--- src/rtl/data_mem_interface.sv ---
// data_mem_interface: load/store unit between the core and a 64-bit memory bus.
// Handles access sizes B/H/W/D (signed and unsigned loads), lane shifting of
// store data, byte-enable generation, alignment and legality checks, and a
// bounded wait for the bus acknowledge.
//
// Ports:
//   clk, rst_n              clock, asynchronous active-low reset
//   data_mem_read_enable    core load request
//   data_mem_write_enable   core store request
//   addr, funct3, wdata     byte address, access size/sign, right-aligned store data
//   rdata                   registered load result (sign/zero-extended)
//   stall                   core holds PC and inputs while high
//   misaligned_exc          one-cycle pulse on a misaligned request
//   access_fault            one-cycle pulse on illegal funct3, both enables, or timeout
//   mem_req, mem_we         bus request / write strobe
//   mem_addr, mem_wdata     doubleword address and lane-shifted store data
//   mem_byte_en             byte-lane enables
//   mem_ack, mem_rdata      bus completion pulse and read data
module data_mem_interface #(
    parameter int unsigned TIMEOUT_CYCLES = 255
) (
    input  logic        clk,
    input  logic        rst_n,
    input  logic        data_mem_read_enable,
    input  logic        data_mem_write_enable,
    input  logic [63:0] addr,
    input  logic [2:0]  funct3,
    input  logic [63:0] wdata,
    output logic [63:0] rdata,
    output logic        stall,
    output logic        misaligned_exc,
    output logic        access_fault,
    output logic        mem_req,
    output logic        mem_we,
    output logic [63:0] mem_addr,
    output logic [63:0] mem_wdata,
    output logic [7:0]  mem_byte_en,
    input  logic        mem_ack,
    input  logic [63:0] mem_rdata
);

    typedef enum logic [1:0] {StIdle, StBusy, StDone} state_t;

    // Last BUSY cycle index that may still receive the acknowledge.
    localparam logic [7:0] TimeoutLast = 8'(TIMEOUT_CYCLES - 1);

    state_t      r_state;
    logic [63:0] r_rdata;
    logic        r_we;
    logic [63:0] r_addr;
    logic [63:0] r_wdata;
    logic [7:0]  r_be;
    logic [2:0]  r_funct3;
    logic [2:0]  r_off;
    logic [7:0]  r_cnt;
    logic        r_tmo;

    logic        w_idle;
    logic        w_req;
    logic        w_fault_req;
    logic        w_mis;
    logic        w_accept;
    logic [7:0]  w_mask;
    logic [7:0]  w_be;
    logic [63:0] w_wdata;
    logic [63:0] w_shifted;
    logic [63:0] w_load;

    // Request classification, only meaningful while idle.
    always_comb begin
        w_idle      = (r_state == StIdle);
        w_req       = data_mem_read_enable | data_mem_write_enable;
        w_fault_req = (data_mem_read_enable & data_mem_write_enable)
                    | (data_mem_read_enable & (funct3 == 3'b111))
                    | (data_mem_write_enable & funct3[2]);
        unique case (funct3[1:0])
            2'b00:   w_mis = 1'b0;
            2'b01:   w_mis = addr[0];
            2'b10:   w_mis = |addr[1:0];
            default: w_mis = |addr[2:0];
        endcase
        w_accept = w_idle & w_req & ~w_fault_req & ~w_mis;
    end

    // Byte lanes and store data placed at the addressed lane.
    always_comb begin
        unique case (funct3[1:0])
            2'b00:   w_mask = 8'h01;
            2'b01:   w_mask = 8'h03;
            2'b10:   w_mask = 8'h0F;
            default: w_mask = 8'hFF;
        endcase
        w_be    = w_mask << addr[2:0];
        w_wdata = wdata << {addr[2:0], 3'b000};
    end

    // Load data brought down to lane 0, truncated and extended.
    always_comb begin
        w_shifted = mem_rdata >> {r_off, 3'b000};
        unique case (r_funct3)
            3'b000:  w_load = {{56{w_shifted[7]}}, w_shifted[7:0]};
            3'b001:  w_load = {{48{w_shifted[15]}}, w_shifted[15:0]};
            3'b010:  w_load = {{32{w_shifted[31]}}, w_shifted[31:0]};
            3'b100:  w_load = {56'd0, w_shifted[7:0]};
            3'b101:  w_load = {48'd0, w_shifted[15:0]};
            3'b110:  w_load = {32'd0, w_shifted[31:0]};
            default: w_load = w_shifted;
        endcase
    end

    always_ff @(posedge clk or negedge rst_n) begin
        if (!rst_n) begin
            r_state  <= StIdle;
            r_rdata  <= 64'd0;
            r_we     <= 1'b0;
            r_addr   <= 64'd0;
            r_wdata  <= 64'd0;
            r_be     <= 8'd0;
            r_funct3 <= 3'd0;
            r_off    <= 3'd0;
            r_cnt    <= 8'd0;
            r_tmo    <= 1'b0;
        end else begin
            r_tmo <= 1'b0;
            unique case (r_state)
                StIdle: begin
                    if (w_accept) begin
                        r_state  <= StBusy;
                        r_we     <= data_mem_write_enable;
                        r_addr   <= {addr[63:3], 3'b000};
                        r_wdata  <= w_wdata;
                        r_be     <= w_be;
                        r_funct3 <= funct3;
                        r_off    <= addr[2:0];
                        r_cnt    <= 8'd0;
                    end
                end
                StBusy: begin
                    // An ack on the final allowed cycle still wins over the timeout.
                    if (mem_ack) begin
                        if (!r_we) begin
                            r_rdata <= w_load;
                        end
                        r_state <= StDone;
                    end else if (r_cnt == TimeoutLast) begin
                        r_tmo   <= 1'b1;
                        r_state <= StDone;
                    end else begin
                        r_cnt <= r_cnt + 8'd1;
                    end
                end
                StDone: r_state <= StIdle;
                default: r_state <= StIdle;
            endcase
        end
    end

    // Request-dependent outputs are gated by rst_n so they read 0 throughout reset.
    always_comb begin
        rdata          = r_rdata;
        mem_req        = (r_state == StBusy);
        stall          = rst_n & ((r_state == StBusy) | w_accept);
        misaligned_exc = rst_n & w_idle & w_req & ~w_fault_req & w_mis;
        access_fault   = rst_n & ((w_idle & w_req & w_fault_req) | r_tmo);
        mem_we         = r_we;
        mem_addr       = r_addr;
        mem_wdata      = r_wdata;
        mem_byte_en    = r_be;
    end

endmodule

--- config.mk ---
export PLATFORM = sky130hd
export DESIGN_NAME = data_mem_interface
export DESIGN_NICKNAME = d
export VERILOG_FILES = /design/src/rtl/data_mem_interface.sv
export SDC_FILE = /design/constraint.sdc
export NUM_CORES = 1
export LEC_CHECK = 0
export CORE_ASPECT_RATIO = 1.4
export CORE_MARGIN = 2
export CORE_UTILIZATION = 30
export CTS_CLUSTER_DIAMETER = 100
export DETAILED_ROUTE_END_ITERATION = 16
export GPL_ROUTABILITY_DRIVEN = 0
export SLEW_MARGIN = 20
export SYNTH_ARGS = -nofsm -noshare
export SYNTH_HDL_FRONTEND = slang
export SYNTH_SLANG_ARGS = --single-unit
--- constraint.sdc ---
create_clock -name clk -period 4.45 [get_ports clk]
set_clock_uncertainty 0.15 [all_clocks]
set_input_delay 0.445 -clock clk [delete_from_list [all_inputs] [get_ports clk]]
set_output_delay 0.445 -clock clk [all_outputs]
set_load 0.03 [all_outputs]
==> impl_metrics.env, run 1 <==
export IMPL_area_delta_synth_final_pct=45.03
export IMPL_die_area_um2=40100
export IMPL_worst_hold_path_endpoint="mem_byte_en[2]"
export IMPL_synth_top_family_by_area="simple AND/OR/NAND/NOR gates"
export IMPL_synthAdderAreaFrac_pct=0.2167
export IMPL_hold_path_depth=2
export IMPL_path_class="input port to output pin"
export IMPL_rsz0062_at_grt="false"
export IMPL_r2r_start="r_off[0]"
export IMPL_nets=1782
export IMPL_cp_data_arrival_time_ns=2.69
export IMPL_io_buffer_count=401
export IMPL_dr_wl_met2_mm=22.08
export IMPL_multi_input_area_um2=5705
export IMPL_finalCoreUtilization_pct=43.87
export IMPL_synth_edff_count=0
export IMPL_clockBufferDepth=3
export IMPL_setup_viol=0
export IMPL_wl_met1_mm=16.66
export IMPL_top_layer_used="met4"
export IMPL_synth_simple_area_share_pct=18.67
export IMPL_synthTopCellsByCount="nand2_1 (327), dfrtp_1 (215), nor2_1 (106)"
export IMPL_slew_viol_final=0
export IMPL_path_max_fanout=10
export IMPL_reg2reg_to="rdata[48]"
export IMPL_power_density_nw_per_um2=623.5
export IMPL_synth_area_mux_share_pct=16.19
export IMPL_wl_met3_mm=3.111
export IMPL_clk_latency_ns=0.52
export IMPL_synth_area_leaders="dfrtp_1 (47%), nand2_1 (11%), mux2i_1 (7.8%)"
export IMPL_setup_worst_path_start="funct3[0]"
export IMPL_first_pass_iters=5
export IMPL_antenna_found_initial=1
export IMPL_grt_pass1_wl_mm=65.43
export IMPL_fp_dieW_um=169.8
export IMPL_place_ws_ns=1.168
export IMPL_worstPathRequired_ns=3.86
export IMPL_yosysWarnings=0
export IMPL_grt_max_degree=162
export IMPL_p_leak_nw=7.092
export IMPL_fmax_mhz=304.6
export IMPL_hold_viol_final=0
export IMPL_hold_buffers=1
export IMPL_ios=405
export IMPL_synthXorXnorAreaFrac_pct=0.4550
export IMPL_start_util_pct=30.25
export IMPL_vias_per_cell=5.135
export IMPL_die_y_um=236.2
export IMPL_detail_route_wl_per_cell_um=20.87
export IMPL_yosysUniqueCellTypes=56
export IMPL_cts_tree="built"
export IMPL_syn_avg_cell_area_um2=9.366
export IMPL_cts_resized_gates=0
export IMPL_crit_path_end_kind="output pin"
export IMPL_power_mw=10.44
export IMPL_cts_htree_levels=1
export IMPL_cts_sinks=215
export IMPL_hpwl_mm=31.85
export IMPL_vias=10665
export IMPL_tns_ns=0
export IMPL_regArea_um2=5383
export IMPL_syn_area_um2=11550
export IMPL_drt_wl_total_mm=43.35
export IMPL_cts_buffers=24
export IMPL_antenna_left=0
export IMPL_drt_iter0_drc=709
export IMPL_irDropWorstVdd_mv=0.3471
export IMPL_min_path_type="input port to flip-flop"
export IMPL_yosysTopAreaCell="dfrtp_1"
export IMPL_drive_gt1_share_pct=8.698
export IMPL_syn_inst=1233
export IMPL_worst_slack_ns=1.167
export IMPL_synthArstFlopShare_pct=100.0
export IMPL_drc=0
export IMPL_hp_start="addr[2]"
export IMPL_reg2reg_depth=6
export IMPL_ff2ff_setup_slack_ns=1.45
export IMPL_synth_main_ff_cell="dfrtp_1"
export IMPL_worst_pin_slew_ns=1.129
export IMPL_yosysTopAreaCellShare_pct=46.59
export IMPL_num_fill_cells=3689
export IMPL_grt_pass1_vias=10667
export IMPL_status="completed"
export IMPL_period_needed_ns=3.283
export IMPL_maxCapViolations=0
export IMPL_grt_ovfl_total=0
export IMPL_grt_usage_pct=21.12
export IMPL_synth_most_common_cell="nand2_1"
export IMPL_clk_pin_slew_ns=0.06
export IMPL_seq_area_frac_synth_pct=46.59
export IMPL_num_rows=85
export IMPL_max_slew_margin_pct=24.08
export IMPL_cts_root_buf="clkbuf_16"
export IMPL_synth_compound_area_share_pct=13.54
export IMPL_cts_setup_buffers=0
export IMPL_timing_final_crit_share_pct=73.77
export IMPL_startpoint_type="input port"
export IMPL_synth_seq_cells=215
export IMPL_fp_coreArea_um2=38180
report_power, final:
| group | internal (mW) | switching (mW) |
|---|---|---|
| combinational | 2.12 | 3.00 |
| sequential | 2.66 | 0.578 |
| clock | 1.25 | 0.843 |
through the flow:
| step | std cells | cell area, um2 | hold slack, ns |
|---|---|---|---|
| 2_1_floorplan | 1235 | 11560 | -0.0005911 |
| 3_3_place_gp | 2031 | 15910 | 0.2565 |
| 3_5_place_dp | 2031 | 15910 | 0.2582 |
| 4_1_cts | 2076 | 16750 | 0.1085 |
| 5_1_grt | 2077 | 16750 | 0.1304 |
| 6_report | 2077 | 16750 | 0.1386 |
worst max path at each step:
stage | to | depth (start not counted)
after CTS | stall | 4
after global placement | stall | 6
after detailed placement | stall | 6
after global routing | stall | 6
after floorplan | stall | 8
final | stall | 6
per-layer routing:
| metal | up-vias | track usage (%) |
|---|---|---|
| met5 | - | 0 |
| met4 | 0 | 8.133 |
| met3 | 71 | 4.396 |
| met2 | 433 | 37.03 |
| met1 | 5157 | 25.22 |
| li1 | 5004 | - |
cell type report:
| class | count | area share (%) |
|---|---|---|
| sequential | 215 | 32.14 |
| clock buffer | 37 | 4.363 |
| inverter | 5 | 0.1121 |
| antenna | 1 | 0.01494 |
| timing repair buffer | 422 | 25.18 |
| tap | 478 | 3.571 |
| clock inverter | 7 | 0.5603 |
| multi-input combinational | 912 | 34.07 |
sequential cells by signal (all words and copies together) (netlist names):
| signal | cells |
|---|---|
| mem_wdata | 64 |
| rdata | 64 |
| mem_addr | 61 |
| mem_byte_en | 8 |
| r_cnt | 8 |
| r_funct3 | 3 |
| r_off | 3 |
| r_state | 2 |
| mem_we | 1 |
| r_tmo | 1 |
placed cells by master (no fill, tap or decap), types with 36 or more instances in the layout:
| cell type | synthesis | final |
|---|---|---|
| clkdlybuf4s50_1 | 0 | 397 |
| nand2_1 | 327 | 327 |
| dfrtp_1 | 215 | 213 |
| nor2_1 | 106 | 106 |
| mux2i_1 | 90 | 90 |
| o21ai_0 | 46 | 46 |
| a31oi_1 | 46 | 46 |
| a21oi_1 | 42 | 42 |
| mux2_2 | 36 | 36 |
worst max-delay path, stage by stage:
cell             delay (ns)
clkdlybuf4s50_1        0.57
a21oi_1                0.23
o21ai_1                0.12
or3_4                  0.42
a21boi_0               0.19
clkdlybuf4s50_1        0.69
cells by family (layout without fill, tap and decap cells):
family                     after synthesis  in the layout
and+or+nand+nor                        517            517
AOI/OAI and AO/OA                      233            233
DFF                                    215            215
muxes                                  151            151
buffers and inverters                  108            471
xor gates and xnor gates                 6              6
adders and majority gates                2              2
other                                    1              4
(Power assumes the default switching activity.)
==> inputs of run 2 (changes only) <==
==> constraint.sdc (replaced) <==
create_clock -name clk -period 3.4 [get_ports clk]
set_clock_uncertainty 0.15 [all_clocks]
set_input_delay 0.34 -clock clk [delete_from_list [all_inputs] [get_ports clk]]
set_output_delay 0.34 -clock clk [all_outputs]
set_load 0.03 [all_outputs]
==> impl_metrics.env, run 2 (same netlist as run 1, synthesis figures left out) <==
export IMPL_num_rows=85
export IMPL_setup_viol=0
export IMPL_clk_pin_slew_ns=0.06
export IMPL_fp_coreArea_um2=38180
export IMPL_worstPathRequired_ns=2.91
export IMPL_ios=405
export IMPL_clockBufferDepth=3
export IMPL_finalCoreUtilization_pct=44.47
export IMPL_min_path_type="input port to asynchronous set/reset pin"
export IMPL_ff2ff_setup_slack_ns=0.83
export IMPL_clk_latency_ns=0.52
export IMPL_multi_input_area_um2=5705
export IMPL_cts_sinks=215
export IMPL_antenna_found_initial=0
export IMPL_first_pass_iters=5
export IMPL_irDropWorstVdd_mv=0.3811
export IMPL_status="completed"
export IMPL_worst_pin_slew_ns=0.7808
export IMPL_die_area_um2=40100
export IMPL_power_density_nw_per_um2=817.8
export IMPL_n_antenna_cell=0
export IMPL_io_buffer_count=401
export IMPL_crit_path_end_kind="output pin"
export IMPL_reg2reg_depth=6
export IMPL_drt_iter0_drc=701
export IMPL_start_util_pct=30.25
export IMPL_final_common_cell="clkdlybuf4s50_1"
export IMPL_p_leak_nw=7.234
export IMPL_grt_max_degree=121
export IMPL_rsz0062_at_grt="false"
export IMPL_grt_pass1_vias=10697
export IMPL_fp_dieW_um=169.8
export IMPL_area_delta_synth_final_pct=47.01
export IMPL_mostFrequentLayoutCells="clkdlybuf4s50_1 (396), nand2_1 (327), dfrtp_1 (213), nor2_1 (106), mux2i_1 (90)"
export IMPL_num_fill_cells=3711
export IMPL_grt_pass1_wl_mm=65.57
export IMPL_period_needed_ns=2.917
export IMPL_startpoint_type="input port"
export IMPL_vias_per_cell=5.120
export IMPL_cts_tree="built"
export IMPL_cp_data_arrival_time_ns=2.43
export IMPL_hpwl_mm=32.76
export IMPL_r2r_start="r_off[0]"
export IMPL_fmax_mhz=342.8
export IMPL_slew_viol_final=0
export IMPL_regArea_um2=5383
export IMPL_drc=0
export IMPL_setup_worst_path_start="addr[2]"
export IMPL_grt_ovfl_total=0
export IMPL_hold_viol_final=0
export IMPL_grt_usage_pct=21.14
export IMPL_antenna_left=0
export IMPL_detail_route_wl_per_cell_um=20.79
export IMPL_nets=1799
export IMPL_maxCapViolations=0
export IMPL_max_slew_margin_pct=47.89
export IMPL_drive_gt1_share_pct=9.969
export IMPL_tns_ns=0
export IMPL_path_class="input port to output pin"
export IMPL_path_max_fanout=12
export IMPL_cts_root_buf="clkbuf_16"
export IMPL_vias=10716
export IMPL_cts_htree_levels=1
export IMPL_die_y_um=236.2
export IMPL_reg2reg_to="rdata[11]"
export IMPL_timing_final_crit_share_pct=85.80
export IMPL_cts_buffers=24
export IMPL_drt_wl_total_mm=43.51
-- run 2: metal layers --
metal | up-vias | GRT usage [%] | wire [um]
li1 | 5047 | - | -
met1 | 5162 | 24.53 | 16560
met2 | 426 | 37.46 | 22040
met3 | 81 | 4.832 | 3183
met4 | 0 | 8.340 | 1726
met5 | - | 0 | 0
-- run 2: stage by stage --
step	power, mW	cell area (um2)	hold slack (ns)	std cells	setup slack, ns
2_1_floorplan	7.963	11560	-0.1056	1235	0.6587
3_3_place_gp	11.01	16080	0.07118	2047	0.5933
3_5_place_dp	11.07	16080	0.07525	2047	0.4664
4_1_cts	14.04	16980	0.1470	2093	0.4768
5_1_grt	14.59	16980	0.1638	2093	0.3942
6_report	13.88	16980	0.1735	2093	0.4827
-- run 2: worst max path at each step --
stage / to / depth (start not counted) / slack, ns
3_5_place_dp: mem_wdata[32] / 7 / 0.47
2_1_floorplan: stall / 6 / 0.66
4_1_cts: misaligned_exc / 7 / 0.48
5_1_grt: misaligned_exc / 7 / 0.39
3_3_place_gp: misaligned_exc / 6 / 0.59
6_report: misaligned_exc / 7 / 0.48
-- run 2: cell type report --
class	instances	area share [%]
tap	478	3.523
inverter	5	0.1105
clock buffer	32	4.193
sequential	215	31.70
timing repair buffer	439	25.88
clock inverter	12	0.9802
multi-input combinational	912	33.61
-- run 2: timing repair --
| item | in CTS | in global routing |
|---|---|---|
| endpoints found under the hold margin | 86 | 0 |
| endpoints found under the setup margin | 0 | 0 |
| resized for setup | 0 | 0 |
| hold buffers | 2 | 0 |
| setup buffers | 0 | 0 |
-- run 2: power by group --
part | internal, mW | switching (mW)
registers | 3.48 | 0.615
logic | 2.82 | 4.08
clock network | 1.77 | 1.12
total | 8.07 | 5.81
-- run 2: worst max-delay path: stages --
cell             delay [ns]
dlygate4sd3_1          0.53
buf_2                  0.28
a21oi_1                0.11
o21ai_1                0.24
nand2_1                0.08
nor3_1                 0.14
clkdlybuf4s50_1        0.70
==> inputs of run 3 (changes only) <==
--- a/config.mk
+++ b/config.mk
@@ -5,6 +5,7 @@
 export SDC_FILE = /design/constraint.sdc
 export NUM_CORES = 1
 export LEC_CHECK = 0
+export ABC_AREA = 1
 export CORE_ASPECT_RATIO = 1.4
 export CORE_MARGIN = 2
 export CORE_UTILIZATION = 30
==> constraint.sdc (replaced) <==
create_clock -name clk -period 3.8 [get_ports clk]
set_clock_uncertainty 0.15 [all_clocks]
set_input_delay 0.38 -clock clk [delete_from_list [all_inputs] [get_ports clk]]
set_output_delay 0.38 -clock clk [all_outputs]
set_load 0.03 [all_outputs]
==> impl_metrics.env, run 3 <==
export IMPL_hold_buffers=1
export IMPL_drc=0
export IMPL_path_class="input port to output pin"
export IMPL_grt_pass1_vias=12374
export IMPL_irDropWorstVdd_mv=0.2841
export IMPL_hold_viol_final=0
export IMPL_io_buffer_count=401
export IMPL_grt_usage_pct=22.07
export IMPL_setup_worst_path_start="rst_n"
export IMPL_ff2ff_setup_slack_ns=1.01
export IMPL_critPathBufInv=3
export IMPL_drive_gt1_share_pct=4.419
export IMPL_drt_iter0_drc=1075
export IMPL_mostFrequentLayoutCells="nand2_1 (753), clkdlybuf4s50_1 (397), dfrtp_1 (214), nor2_1 (189), nand3_1 (157)"
export IMPL_detail_route_wl_per_cell_um=18.23
export IMPL_reg2reg_to="rdata[58]"
export IMPL_crit_end="access_fault"
export IMPL_status="completed"
export IMPL_hpwl_mm=34.54
export IMPL_crit_path_end_kind="output pin"
export IMPL_max_slew_margin_pct=34.85
export IMPL_maxCapViolations=0
export IMPL_crit_slowest_cell="clkdlybuf4s50_1"
export IMPL_cp_data_arrival_time_ns=2.37
export IMPL_first_pass_iters=5
export IMPL_cts_root_buf="clkbuf_16"
export IMPL_synth_main_ff_cell="dfrtp_1"
export IMPL_start_util_pct=30.40
export IMPL_grt_pass1_wl_mm=71.86
export IMPL_yosysWarnings=0
export IMPL_cts_htree_levels=1
export IMPL_path_depth=4
export IMPL_min_path_type="input port to flip-flop"
export IMPL_syn_inst=1732
export IMPL_max_stage_delay_ns=0.66
export IMPL_n_antenna_cell=0
export IMPL_crit_path_cell_trace="dlygate4sd3_1, buf_8, o21a_1, clkdlybuf4s50_1"
export IMPL_p_leak_nw=7.973
export IMPL_final_common_cell="nand2_1"
export IMPL_hold_path_depth=4
export IMPL_cts_setup_buffers=0
export IMPL_synth_edff_count=0
export IMPL_antenna_found_initial=0
export IMPL_synth_area_leaders="dfrtp_1 (45%), nand2_1 (24%), nand3_1 (6.6%)"
export IMPL_nets=2267
export IMPL_cts_resized_gates=0
export IMPL_yosysUniqueCellTypes=41
export IMPL_reg2reg_depth=9
export IMPL_setup_viol=0
export IMPL_tns_ns=0
export IMPL_die_area_um2=41540
export IMPL_vias_per_cell=4.895
export IMPL_clockBufferDepth=3
export IMPL_yosysTopAreaCellShare_pct=44.94
export IMPL_worst_pin_slew_ns=0.9762
export IMPL_yosysTopAreaCell="dfrtp_1"
export IMPL_syn_area_um2=11970
export IMPL_cts_sinks=215
export IMPL_area_delta_synth_final_pct=42.81
export IMPL_num_rows=86
export IMPL_fp_coreArea_um2=39380
export IMPL_fmax_mhz=345.1
export IMPL_critPathTopFamily="buffers and inverters"
export IMPL_rsz0062_at_grt="false"
export IMPL_synth_seq_cells=215
export IMPL_path_max_fanout=71
export IMPL_power_mw=12.85
export IMPL_grt_ovfl_total=0
export IMPL_worstPathRequired_ns=3.27
export IMPL_grt_max_degree=148
export IMPL_cts_buffers=25
export IMPL_slew_viol_final=0
export IMPL_synthTopCellsByCount="nand2_1 (753), dfrtp_1 (215), nor2_1 (189)"
export IMPL_antenna_left=0
export IMPL_ios=405
export IMPL_fp_dieW_um=172.8
export IMPL_timing_final_crit_share_pct=76.25
export IMPL_startpoint_type="input port"
export IMPL_synth_most_common_cell="nand2_1"
export IMPL_clk_pin_slew_ns=0.07
export IMPL_cts_tree="built"
export IMPL_vias=12775
export IMPL_period_needed_ns=2.898
export IMPL_r2r_start="r_off[0]"
export IMPL_clk_latency_ns=0.54
export IMPL_die_y_um=240.4
export IMPL_synthArstFlopShare_pct=100.0
export IMPL_syn_avg_cell_area_um2=6.912
export IMPL_drt_wl_total_mm=47.57
export IMPL_power_density_nw_per_um2=751.8
export IMPL_seq_area_frac_synth_pct=44.94
[run 3: changes by cell type after synthesis, sizes merged, moves of 35 or more]
| cell | before | now |
|---|---|---|
| nor2 | 106 | 192 |
| nand3 | 19 | 158 |
| o21ai | 48 | 137 |
| mux2 | 36 | 0 |
| mux2i | 90 | 7 |
| a31oi | 47 | 8 |
| nand2 | 327 | 756 |
| inv | 4 | 39 |
[run 3: logic make-up (layout without fill, tap and decap cells)]
group,after synthesis,count (layout),share of synthesized area (%)
AO/OA/AOI/OAI,215,215,9.678
XOR/XNOR,6,6,0.4390
adder cells (fa/ha/maj),2,2,0.2090
buffers and inverters,160,508,6.501
flip-flops,215,215,44.94
multiplexers,7,7,0.5853
other,1,3,0.03132
AND/OR/NAND/NOR,1126,1126,37.62
[run 3: how the worst min path moves through the flow]
stage	from	to	slack (ns)
after floorplan	rst_n	mem_addr[10]	-0.07
after global placement	rst_n	r_state[0]	0.23
after detailed placement	rst_n	r_state[1]	0.24
after CTS	addr[0]	mem_byte_en[0]	0.15
after global routing	addr[0]	mem_byte_en[0]	0.19
final	addr[0]	mem_byte_en[0]	0.17
[run 3: metrics by stage]
step / hold slack, ns / utilization [%] / setup WS [ns] / std cells / cell area, um2
floorplan: -0.06559 / - / 1.404 / 1734 / 11980
global placement: 0.2341 / 41.30 / 0.7949 / 2565 / 16270
detailed placement: 0.2422 / 41.30 / 0.7522 / 2565 / 16270
CTS: 0.1463 / 43.41 / 0.8482 / 2610 / 17100
global route: 0.1928 / 43.41 / 0.7114 / 2610 / 17100
finish: 0.1682 / 43.41 / 0.9023 / 2610 / 17100
[run 3: area by class of cell]
cell class              instances  area [um2]
clock buffers                  32       671.9
clock inverters                12       148.9
fillers                      4083       22290
inverters                      40       151.4
multi-input cells            1359        5836
flip-flops and latches        215        5381
well taps                     528       660.6
repair buffers                424        4247
[run 3: power by group]
| group | leakage, nW | internal (mW) | switching [mW] |
|---|---|---|---|
| Combinational | 4.92 | 2.44 | 4.16 |
| Clock | 0.392 | 1.45 | 1.03 |
| Sequential | 2.67 | 3.15 | 0.628 |
| Total | 7.97 | 7.04 | 5.81 |
[run 3: worst register-to-register path, stage by stage, from the launching register on]
cell and delay, ns:
dfrtp_2 0.64, inv_2 0.30, nand2_1 0.17, nand3_1 0.10
nand3_1 0.17, nand2_1 0.10, nand2_1 0.12, nand3_2 0.38
nor2_1 0.48, nor2_1 0.07
[run 3: metal layers]
metal / GRT usage, % / share of wire [%] / vias to the layer above
li1: - / - / 6166
met3: 3.922 / 6.7 / 89
met1: 26.07 / 39 / 5993
met5: 0 / 0 / -
met2: 39.84 / 51 / 527
met4: 8.372 / 3.6 / 0
